[config.mk]
export PLATFORM = sky130hd
export DESIGN_NAME = shift_rotate_unit
export DESIGN_NICKNAME = d
export VERILOG_FILES = /design/src/rtl/shift_rotate_unit.sv
export SDC_FILE = /design/constraint.sdc
export NUM_CORES = 1
export LEC_CHECK = 0
export ABC_AREA = 1
export CELL_PAD_IN_SITES_DETAIL_PLACEMENT = 2
export CELL_PAD_IN_SITES_GLOBAL_PLACEMENT = 2
export CORE_UTILIZATION = 29
export CTS_CLUSTER_DIAMETER = 200
export DETAILED_ROUTE_END_ITERATION = 10
export MAX_ROUTING_LAYER = met4
export PLACE_DENSITY = 0.86
export SLEW_MARGIN = 20
export SYNTH_ARGS = -nofsm -noshare
export SYNTH_HDL_FRONTEND = slang
export SYNTH_SLANG_ARGS = --single-unit
[constraint.sdc]
create_clock -name clk -period 3.8 [get_ports clk]
set_input_delay 0.76 -clock clk [delete_from_list [all_inputs] [get_ports clk]]
set_output_delay 0.76 -clock clk [all_outputs]
set_load 0.005 [all_outputs]
[src/rtl/shift_rotate_unit.sv]
// shift_rotate_unit: multi-cycle barrel-less shifter/rotator (LSL, LSR, ASR, ROR,
// rotated immediate) that moves up to STEP bit positions per clock.
// Optional feature macro: SHIFT_ROTATE_CARRY_EN enables the carry_out flag path;
// without it carry_out is tied to 0 and carry_in is ignored.
module shift_rotate_unit #(
    parameter int unsigned WIDTH = 32,
    parameter int unsigned STEP  = 1,
    parameter int unsigned AMT_W = 8
) (
    input  logic             clk,
    input  logic             rst_n,
    input  logic             in_valid,
    output logic             in_ready,
    input  logic [WIDTH-1:0] operand,
    input  logic [AMT_W-1:0] amount,
    input  logic [1:0]       mode,
    input  logic             imm_mode,
    input  logic             carry_in,
    input  logic             flush,
    output logic             out_valid,
    input  logic             out_ready,
    output logic [WIDTH-1:0] result,
    output logic             carry_out
);

    localparam int unsigned CNT_W = $clog2(WIDTH + 1);
    localparam int unsigned CMP_W = (AMT_W > CNT_W) ? AMT_W : CNT_W;
    localparam logic [CNT_W-1:0] WIDTH_C = CNT_W'(WIDTH);
    localparam logic [CNT_W-1:0] STEP_C  = CNT_W'(STEP);

    localparam logic [1:0] MODE_LSL = 2'b00;
    localparam logic [1:0] MODE_LSR = 2'b01;
    localparam logic [1:0] MODE_ASR = 2'b10;
    localparam logic [1:0] MODE_ROR = 2'b11;

    typedef enum logic [1:0] {IDLE, SHIFT, DONE} state_t;

    state_t           state_q;
    state_t           state_d;
    logic             accept;
    logic             shift_en;

    logic [CNT_W-1:0] remaining_q;
    logic [1:0]       mode_q;

    logic [CMP_W-1:0] amt_x;
    logic             amt_over;
    logic [CNT_W-1:0] ror_cnt;
    logic [WIDTH-1:0] ld_value;
    logic [1:0]       ld_mode;
    logic [CNT_W-1:0] ld_count;

    logic [CNT_W-1:0] step_n;
    logic [WIDTH:0]   lsl_w;
    logic [WIDTH:0]   rsh_w;
    logic [WIDTH:0]   asr_w;
    logic [WIDTH-1:0] ror_v;
    logic [WIDTH-1:0] step_value;

    // Request decode: effective value, mode and count loaded on accept
    always_comb begin
        amt_x    = CMP_W'(amount);
        amt_over = amt_x > CMP_W'(WIDTH);
        ror_cnt  = CNT_W'(amt_x & CMP_W'(WIDTH - 1));
        ld_value = operand;
        ld_mode  = mode;
        ld_count = amt_over ? WIDTH_C : CNT_W'(amt_x);
        if (imm_mode) begin
            ld_value = WIDTH'(operand[7:0]);
            ld_mode  = MODE_ROR;
            ld_count = CNT_W'({operand[11:8], 1'b0});
        end else if (mode == MODE_ROR) begin
            ld_count = ror_cnt;
        end
    end

    // One shift step of min(STEP, remaining); extended vectors capture the bit shifted out
    always_comb begin
        step_n = (remaining_q > STEP_C) ? STEP_C : remaining_q;
        lsl_w  = {1'b0, result} << step_n;
        rsh_w  = {result, 1'b0} >> step_n;
        asr_w  = $signed({result, 1'b0}) >>> step_n;
        ror_v  = (result >> step_n) | (result << (WIDTH_C - step_n));
        case (mode_q)
            MODE_LSL: step_value = lsl_w[WIDTH-1:0];
            MODE_LSR: step_value = rsh_w[WIDTH:1];
            MODE_ASR: step_value = asr_w[WIDTH:1];
            default:  step_value = ror_v;
        endcase
    end

    // Next-state logic; flush overrides everything outside IDLE
    always_comb begin
        state_d  = state_q;
        accept   = 1'b0;
        shift_en = 1'b0;
        case (state_q)
            IDLE: begin
                if (in_valid && in_ready) begin
                    accept  = 1'b1;
                    state_d = (ld_count == '0) ? DONE : SHIFT;
                end
            end
            SHIFT: begin
                if (flush) begin
                    state_d = IDLE;
                end else begin
                    shift_en = 1'b1;
                    if (remaining_q <= STEP_C) begin
                        state_d = DONE;
                    end
                end
            end
            DONE: begin
                if (flush || out_ready) begin
                    state_d = IDLE;
                end
            end
            default: state_d = IDLE;
        endcase
    end

    // State register and handshake outputs, registered from the next state
    always_ff @(posedge clk or negedge rst_n) begin
        if (!rst_n) begin
            state_q   <= IDLE;
            in_ready  <= 1'b0;
            out_valid <= 1'b0;
        end else begin
            state_q   <= state_d;
            in_ready  <= (state_d == IDLE);
            out_valid <= (state_d == DONE);
        end
    end

    // Working value doubles as the result register; holds in DONE
    always_ff @(posedge clk or negedge rst_n) begin
        if (!rst_n) begin
            result      <= '0;
            remaining_q <= '0;
            mode_q      <= MODE_LSL;
        end else if (accept) begin
            result      <= ld_value;
            remaining_q <= ld_count;
            mode_q      <= ld_mode;
        end else if (shift_en) begin
            result      <= step_value;
            remaining_q <= remaining_q - step_n;
        end
    end

`ifdef SHIFT_ROTATE_CARRY_EN
    logic carry_q;
    logic kill_q;
    logic ld_wrap;
    logic ld_kill;
    logic step_carry;

    // ROR by a nonzero multiple of WIDTH reports the MSB; over-long logical shifts force carry 0
    always_comb begin
        ld_wrap = !imm_mode && (mode == MODE_ROR) && (amt_x != '0) && (ror_cnt == '0);
        ld_kill = !imm_mode && ((mode == MODE_LSL) || (mode == MODE_LSR)) && amt_over;
        case (mode_q)
            MODE_LSL: step_carry = lsl_w[WIDTH];
            MODE_LSR: step_carry = rsh_w[0];
            MODE_ASR: step_carry = asr_w[0];
            default:  step_carry = ror_v[WIDTH-1];
        endcase
    end

    // Carry flag: seeded on accept, replaced by the last bit out on every step
    always_ff @(posedge clk or negedge rst_n) begin
        if (!rst_n) begin
            carry_q <= 1'b0;
            kill_q  <= 1'b0;
        end else if (accept) begin
            carry_q <= ld_wrap ? operand[WIDTH-1] : carry_in;
            kill_q  <= ld_kill;
        end else if (shift_en) begin
            carry_q <= kill_q ? 1'b0 : step_carry;
        end
    end

    assign carry_out = carry_q;
`else
    logic       unused_carry_in;
    logic [2:0] unused_step_bits;

    assign unused_carry_in  = carry_in;
    assign unused_step_bits = {lsl_w[WIDTH], rsh_w[0], asr_w[0]};
    assign carry_out        = 1'b0;
`endif

endmodule

==> reports/qor.log, run 1 <==
[finish] diode count 0
[worst_setup_path] critical path's top delay family buffers and inverters
[detailed_routing] detailed-route wire length per cell 18.37 um
[run_status] outcome completed
[pwr] Power, Total 4.454 mW
[finish] register area 1101 um^2
[finish] proportion of layout cells with a drive suffix above 1 0.07362
[global_routing] pin count of the biggest net entering global routing 74
[sta] headroom to the max-slew limit 0.4516
[synth] number of nets produced by synthesis 639
[hold_path] path type of the worst min-delay path in2async
[sta] upper clock frequency limit 377.1 MHz
[finish] most common cell after layout, fill and taps aside sky130_fd_sc_hd__nand2_1
[floorplan] floorplan die area 13190 um^2
[detailed_routing] vias per cell 5.251
[sta] # setup viols final 0
[sta] endpoints failing hold 0
[pwr] switching pwr 2.284 mW
[synth] Netlist cell types 41
[worst_setup_path] Arrival @ worst endpoint 2.82 ns
[clock_tree] CTS root buf sky130_fd_sc_hd__clkbuf_16
[place] number of port buffers 81
[pwr] sequential cell fraction of total power 0.214
[worst_setup_path] critical path required time 3.97 ns
[worst_setup_path] category of the worst setup path launch point register
[synth] Primary FF master, synth sky130_fd_sc_hd__dfrtp_1
[clock_tree] post-CTS repair timing setup buffer count 0
[clock_tree] number of CTS-inserted buffers 5
[finish] area growth from synthesis to layout 29.21%
[sta] transition at the pin with the smallest max-transition slack 0.8225 ns
[pwr] Cell Pwr Density 933.6 nW/um^2
[detailed_routing] DRC 0
[worst_setup_path] Top cell by count, worst path sky130_fd_sc_hd__inv_1
[synth] Synth async-reset ratio 1.000
[worst_setup_path] critical path endpoint category register
[sta] final worst clock skew 0.007979 ns
[floorplan] total core area 12210 um^2
[floorplan] starting utilization of the core area 0.3024
[clock_tree] clock slew at reported path FFs 0.07 ns
[synth] number of enable flip-flop cells after synthesis 0
[pwr] Comb pwr share 0.655
[detailed_routing] total wire length after detailed routing 15.06 mm
[clock_tree] clock latency of the later-clocked register in the worst-skew pair 0.31 ns
[synth] area of the mapped netlist 3692 um^2
[floorplan] count of pins on the block boundary 84
[clock_tree] number of H-tree levels 2
[synth] total of flip-flops plus latches after synthesis 44
[synth] per-instance average area after synthesis 6.279 um^2
[synth] cell accounting for the most synthesized area sky130_fd_sc_hd__dfrtp_1
[sta] setup TNS after final layout 0 ns
[sta] final worst path period share 0.6978
[clock_tree] post-CTS sizing 0
[global_routing] initial antenna violation count 0
[sta] Final Max Tran Viols 0
[detailed_routing] number of nets with antenna violations after detailed routing 0
[finish] utilization after layout 0.3907
[worst_setup_path] critical path's largest stage delay 0.44 ns
[synth] Syn. warnings 0
[worst_setup_path] ordered list of cells on the worst path nor2_4 > nand3_4 > inv_1 > ha_1 > inv_1 > buf_4 > nand2_1 > o2111ai_1 > nand3_1 > o211ai_1 > a22oi_1
[sta] unrepaired setup endpoints after global routing no
[worst_setup_path] slowest stage cell on the critical path sky130_fd_sc_hd__dfrtp_1
[worst_setup_path] Crit Path Max Fanout 12
[finish] fin nets 703
[pwr] internal portion of total power 2.170 mW
[detailed_routing] Pre-Repair DR Iteration Count 4
[pwr] IR Drop Worst-Case VDD 0.4757 mV
[place] Setup Slack @ Placement 0.9319 ns
[pwr] leakage dissipation 2.259 nW
[synth] top-area cell type share of the netlist area 0.2982
[place] routability congestion estimate from global placement 0.8473
[floorplan] width of the die 114.8 um
[detailed_routing] Via Count 4306
[global_routing] grt total ovfl 0
[place] post-DP HPWL 11.10 mm
[synth] register area share after synthesis 0.2982
[worst_setup_path] Setup Crit Path Kind reg2reg
[clock_tree] TritonCTS clock tree yes
[global_routing] wire length of the first global-routing pass 25.05 mm
[synth] top cells by area in the synthesized netlist sky130_fd_sc_hd__dfrtp_1 30%, sky130_fd_sc_hd__nand2_1 20%, sky130_fd_sc_hd__nand3_1 6.6%, sky130_fd_sc_hd__inv_1 6.4%, sky130_fd_sc_hd__a21oi_1 4.7%
[clock_tree] Clock Tree Buf Depth 2
[clock_tree] hold-fix buffers at CTS 0
[finish] commonest non-fill, non-tap cells in the layout 195 x sky130_fd_sc_hd__nand2_1, 80 x sky130_fd_sc_hd__clkdlybuf4s50_1, 63 x sky130_fd_sc_hd__inv_1, 49 x sky130_fd_sc_hd__nand3_1, 44 x sky130_fd_sc_hd__dfrtp_1
[synth] gate count after technology mapping 588
[global_routing] gr usage total 0.2548
[pwr] fraction of power spent switching nets 0.5128
[global_routing] vias in the first global route 4874
[worst_setup_path] WP buf/inv 3
[worst_setup_path] worst-case register-to-register setup slack 1.15 ns
[sta] Final Worst Setup Slack 1.148 ns
[sta] crit path time final 2.652 ns
[job] Max Cap Viol 0
[floorplan] count of standard-cell rows 40
[finish] Fill cells 1510
[clock_tree] number of sinks on the clock net 44
[floorplan] chip height 114.8 um
[pwr] clock network fraction of design power 0.131
[detailed_routing] Detailed Route Iter0 Violations 184
[finish] multi-input combinational cell area 2151 um^2
==> final timing paths <==
kind | startpoint | to | cells after the start
hold / removal | rst_n | result[13]$_DFFE_PN0P_ | 1
min in group clk | result[30]$_DFFE_PN0P_ | result[30]$_DFFE_PN0P_ | 2
setup reg to reg | remaining_q[4]$_DFFE_PN0P_ | result[28]$_DFFE_PN0P_ | 11
max in group asynchronous | rst_n | result[31]$_DFFE_PN0P_ | 1
hold reg to reg | result[30]$_DFFE_PN0P_ | result[30]$_DFFE_PN0P_ | 2
setup / recovery | remaining_q[4]$_DFFE_PN0P_ | result[28]$_DFFE_PN0P_ | 11
==> kinds of logic after synthesis <==
logic type	share of synthesized area
AOI/OAI and AO/OA	0.1938
xor gates and xnor gates	0.002373
adders and majority gates	0.006776
buffers and inverters	0.1213
DFF	0.2982
other	0.002034
and+or+nand+nor	0.3755
==> routing by layer <==
metal | GRT usage | vias up | wire, um
met1 | 0.2943 | 2136 | 6512
met2 | 0.4533 | 92 | 7700
met4 | 0.07706 | 0 | 335
met5 | - | - | 0
met3 | 0.03954 | 25 | 515
li1 | - | 2053 | -
==> stage by stage <==
| step | cells | hold slack (ns) | cell area [um^2] |
|---|---|---|---|
| finish | 820 | 0.4738 | 4771 |
| global route | 820 | 0.5207 | 4771 |
| CTS | 820 | 0.5665 | 4768 |
| detailed placement | 813 | 0.5514 | 4583 |
| global placement | 813 | 0.5370 | 4583 |
| floorplan | 588 | 0.4644 | 3692 |
==> power by group through the flow <==
stage               sequential [mW]  clock (mW)  combinational [mW]
floorplan                     0.902           0                1.90
global placement              0.941           0                2.74
CTS                           0.956       0.598                2.94
global route                  0.984       0.610                3.27
finish                        0.953       0.584                2.92
detailed placement            0.961           0                2.91
==> synthesized netlist by cell type, types with 2 or more instances <==
master                     instances
sky130_fd_sc_hd__nand2_1         195
sky130_fd_sc_hd__dfrtp_1          44
sky130_fd_sc_hd__clkbuf_1          9
sky130_fd_sc_hd__conb_1            2
sky130_fd_sc_hd__buf_1             2
sky130_fd_sc_hd__o22ai_1          15
sky130_fd_sc_hd__buf_6             7
sky130_fd_sc_hd__o21ai_2           5
sky130_fd_sc_hd__nand3_2           3
sky130_fd_sc_hd__nor2_4            3
sky130_fd_sc_hd__nand2_2           7
sky130_fd_sc_hd__o21ai_1          14
sky130_fd_sc_hd__a22o_1            3
sky130_fd_sc_hd__o21ai_0          26
sky130_fd_sc_hd__ha_1              2
sky130_fd_sc_hd__buf_4             2
sky130_fd_sc_hd__buf_2            13
sky130_fd_sc_hd__a22oi_1           3
sky130_fd_sc_hd__nor2_1           42
sky130_fd_sc_hd__nand4_1           7
sky130_fd_sc_hd__nand2_4           2
sky130_fd_sc_hd__a21oi_2           3
sky130_fd_sc_hd__o221ai_1          3
sky130_fd_sc_hd__nand3_1          49
sky130_fd_sc_hd__o211ai_1          7
sky130_fd_sc_hd__a21oi_1          35
sky130_fd_sc_hd__nor3_1            7
sky130_fd_sc_hd__inv_2             3
sky130_fd_sc_hd__inv_1            63
==> sequential cells by signal, summed over array words and instances, names as in the netlist <==
| signal | count |
|---|---|
| result | 32 |
| remaining_q | 6 |
| mode_q | 2 |
| state_q | 2 |
| in_ready | 1 |
| out_valid | 1 |
==> cell type report <==
cell class,count,share of cell area
Clock inverter,2,0.01259
Tap cell,168,0.04406
Multi-Input combinational cell,445,0.4508
Sequential cell,44,0.2308
Inverter,66,0.05193
Timing Repair Buffer,90,0.1836
Clock buffer,5,0.02623
Note: power is estimated with default switching activity, not from simulation.
==> run 2: changes to the inputs <==
Settings changed: CORE_UTILIZATION 29 to 24, PLACE_DENSITY 0.86 to 0.76.
Clock period 3.8 ns to 2.4 ns, I/O delays scaled along.
==> run 2 against run 1 <==
Compared with the run above: largest power group unchanged; cell area grew 2.2%; sequential share of layout area decreased by 0.49 points; via count is 0.91% lower.
==> reports/qor.log, run 2 (same netlist as run 1, synthesis figures left out) <==
[clock_tree] hold-fix buffers at CTS 0
[sta] headroom to the max-slew limit 0.6239
[global_routing] wire length of the first global-routing pass 24.80 mm
[place] number of port buffers 81
[clock_tree] clock slew at reported path FFs 0.07 ns
[floorplan] total core area 14750 um^2
[global_routing] fraction of met2 tracks used by global routing 0.3559
[detailed_routing] Detailed Route Iter0 Violations 153
[place] routability congestion estimate from global placement 0.8738
[sta] unrepaired setup endpoints after global routing no
[global_routing] busiest layer in global routing met2
[global_routing] gr usage total 0.2064
[detailed_routing] detailed-route wire length per cell 17.62 um
[worst_setup_path] Crit Path Max Fanout 9
[floorplan] starting utilization of the core area 0.2503
[finish] utilization after layout 0.3303
[finish] most common cell after layout, fill and taps aside sky130_fd_sc_hd__nand2_1
[sta] setup TNS after final layout 0 ns
[sta] endpoints failing hold 0
[sta] crit path time final 2.106 ns
[global_routing] initial antenna violation count 0
[global_routing] met3 track demand over resource 0.04291
[worst_setup_path] critical path required time 2.58 ns
[detailed_routing] vias per cell 5.038
[detailed_routing] total wire length after detailed routing 14.92 mm
[worst_setup_path] CP startpoint remaining_q[4]$_DFFE_PN0P_
[global_routing] routing usage on met1 0.2389
[detailed_routing] Via Count 4267
[global_routing] pin count of the biggest net entering global routing 74
[sta] # setup viols final 0
[finish] max reg flops 32
[job] Max Cap Viol 0
[clock_tree] post-CTS sizing 0
[finish] diode count 0
[worst_setup_path] Setup Crit Path Kind reg2reg
[pwr] IR Drop Worst-Case VDD 0.3869 mV
[clock_tree] clock latency of the later-clocked register in the worst-skew pair 0.31 ns
[floorplan] count of pins on the block boundary 84
[finish] commonest non-fill, non-tap cells in the layout 195 x sky130_fd_sc_hd__nand2_1, 80 x sky130_fd_sc_hd__clkdlybuf4s50_1, 63 x sky130_fd_sc_hd__inv_1, 49 x sky130_fd_sc_hd__nand3_1, 44 x sky130_fd_sc_hd__dfrtp_1
[sta] final worst clock skew 0.009920 ns
[run_status] outcome completed
[clock_tree] Clock Tree Buf Depth 2
[pwr] Cell Pwr Density 1426 nW/um^2
[worst_setup_path] critical path endpoint category register
[finish] fin nets 714
[place] post-DP HPWL 11.62 mm
[worst_setup_path] Arrival @ worst endpoint 2.28 ns
[clock_tree] number of CTS-inserted buffers 5
[finish] biggest regs result (32), remaining_q (6)
[finish] Fill cells 1806
[hold_path] path type of the worst min-delay path in2async
[sta] Final Max Tran Viols 0
[floorplan] count of standard-cell rows 44
[clock_tree] post-CTS repair timing setup buffer count 0
[pwr] leakage dissipation 2.304 nW
[global_routing] vias in the first global route 4744
[floorplan] floorplan die area 15880 um^2
[detailed_routing] number of nets with antenna violations after detailed routing 0
[clock_tree] CTS root buf sky130_fd_sc_hd__clkbuf_16
[clock_tree] number of H-tree levels 2
[clock_tree] TritonCTS clock tree yes
[sta] upper clock frequency limit 474.9 MHz
[global_routing] grt total ovfl 0
[floorplan] width of the die 126.0 um
[worst_setup_path] category of the worst setup path launch point register
[worst_setup_path] FF-to-FF path depth 11
[detailed_routing] Pre-Repair DR Iteration Count 4
[worst_setup_path] Critical R2R Launch remaining_q[4]$_DFFE_PN0P_
[finish] area growth from synthesis to layout 31.99%
[sta] transition at the pin with the smallest max-transition slack 0.5641 ns
[finish] Reg with most FFs result
[sta] final worst path period share 0.8773
[clock_tree] number of sinks on the clock net 44
[detailed_routing] DRC 0
[finish] proportion of layout cells with a drive suffix above 1 0.08899
[floorplan] chip height 126.0 um
[run 2: cell count changes in the layout (fill, tap and decap cells not counted)]
cell,change
sky130_fd_sc_hd__clkinvlp_4,+1
sky130_fd_sc_hd__buf_2,+1
sky130_fd_sc_hd__bufinv_16,-2
sky130_fd_sc_hd__buf_4,+6
sky130_fd_sc_hd__buf_12,+4
sky130_fd_sc_hd__clkinv_2,+1
[run 2: final cells by class]
class                      count  area [um^2]  share of cell area
clock buffer                   5        125.1             0.02567
sequential                    44         1101              0.2259
tap                          184        230.2             0.04724
timing repair buffer         101         1006              0.2064
multi-input combinational    445         2151              0.4413
clock inverter                 2        12.51            0.002567
inverter                      66        247.7             0.05083
[run 2: path summary, 6_finish.rpt]
path	endpoint	slack (ns)
worst max-delay path	result[21]$_DFFE_PN0P_	0.29
worst min-delay path	result[15]$_DFFE_PN0P_	0.16
worst max register to register	result[21]$_DFFE_PN0P_	0.29
worst min register to register	result[30]$_DFFE_PN0P_	0.56
max in group asynchronous	result[6]$_DFFE_PN0P_	1.69
min in group clk	result[30]$_DFFE_PN0P_	0.56
[run 2: layer usage]
metal	wire length [um]	vias to the layer above
met1	6579	2100
li1	-	2070
met4	303	0
met3	616	22
met2	7424	75
met5	0	-
[run 2: worst max-delay path, stage by stage (launching register included)]
cell and delay (ns):
sky130_fd_sc_hd__dfrtp_1 0.43, sky130_fd_sc_hd__nor2_4 0.16, sky130_fd_sc_hd__nand3_4 0.10, sky130_fd_sc_hd__inv_1 0.08, sky130_fd_sc_hd__ha_1 0.26, sky130_fd_sc_hd__inv_1 0.28
sky130_fd_sc_hd__buf_4 0.22, sky130_fd_sc_hd__nand2_1 0.07, sky130_fd_sc_hd__nand3_1 0.13, sky130_fd_sc_hd__nand2_1 0.07, sky130_fd_sc_hd__a21oi_1 0.12, sky130_fd_sc_hd__a21oi_1 0.05
[run 2: report_power, final]
part           switching [mW]  internal, mW
registers               0.384          1.11
clock network           0.329         0.379
logic                    2.87          1.88
[run 2: through the flow]
stage / cells / setup slack, ns / instance area, um^2 / hold WS (ns) / power [mW]
final: 847 / 0.2944 / 4873 / 0.1574 / 6.948
after global routing: 847 / 0.1197 / 4873 / 0.1825 / 7.625
after CTS: 847 / 0.2780 / 4873 / 0.1640 / 7.041
after detailed placement: 840 / 0.09310 / 4736 / 0.5034 / 6.277
after global placement: 840 / 0.2014 / 4736 / 0.4894 / 6.046
after floorplan: 588 / 0.2658 / 3692 / 0.1844 / 4.432
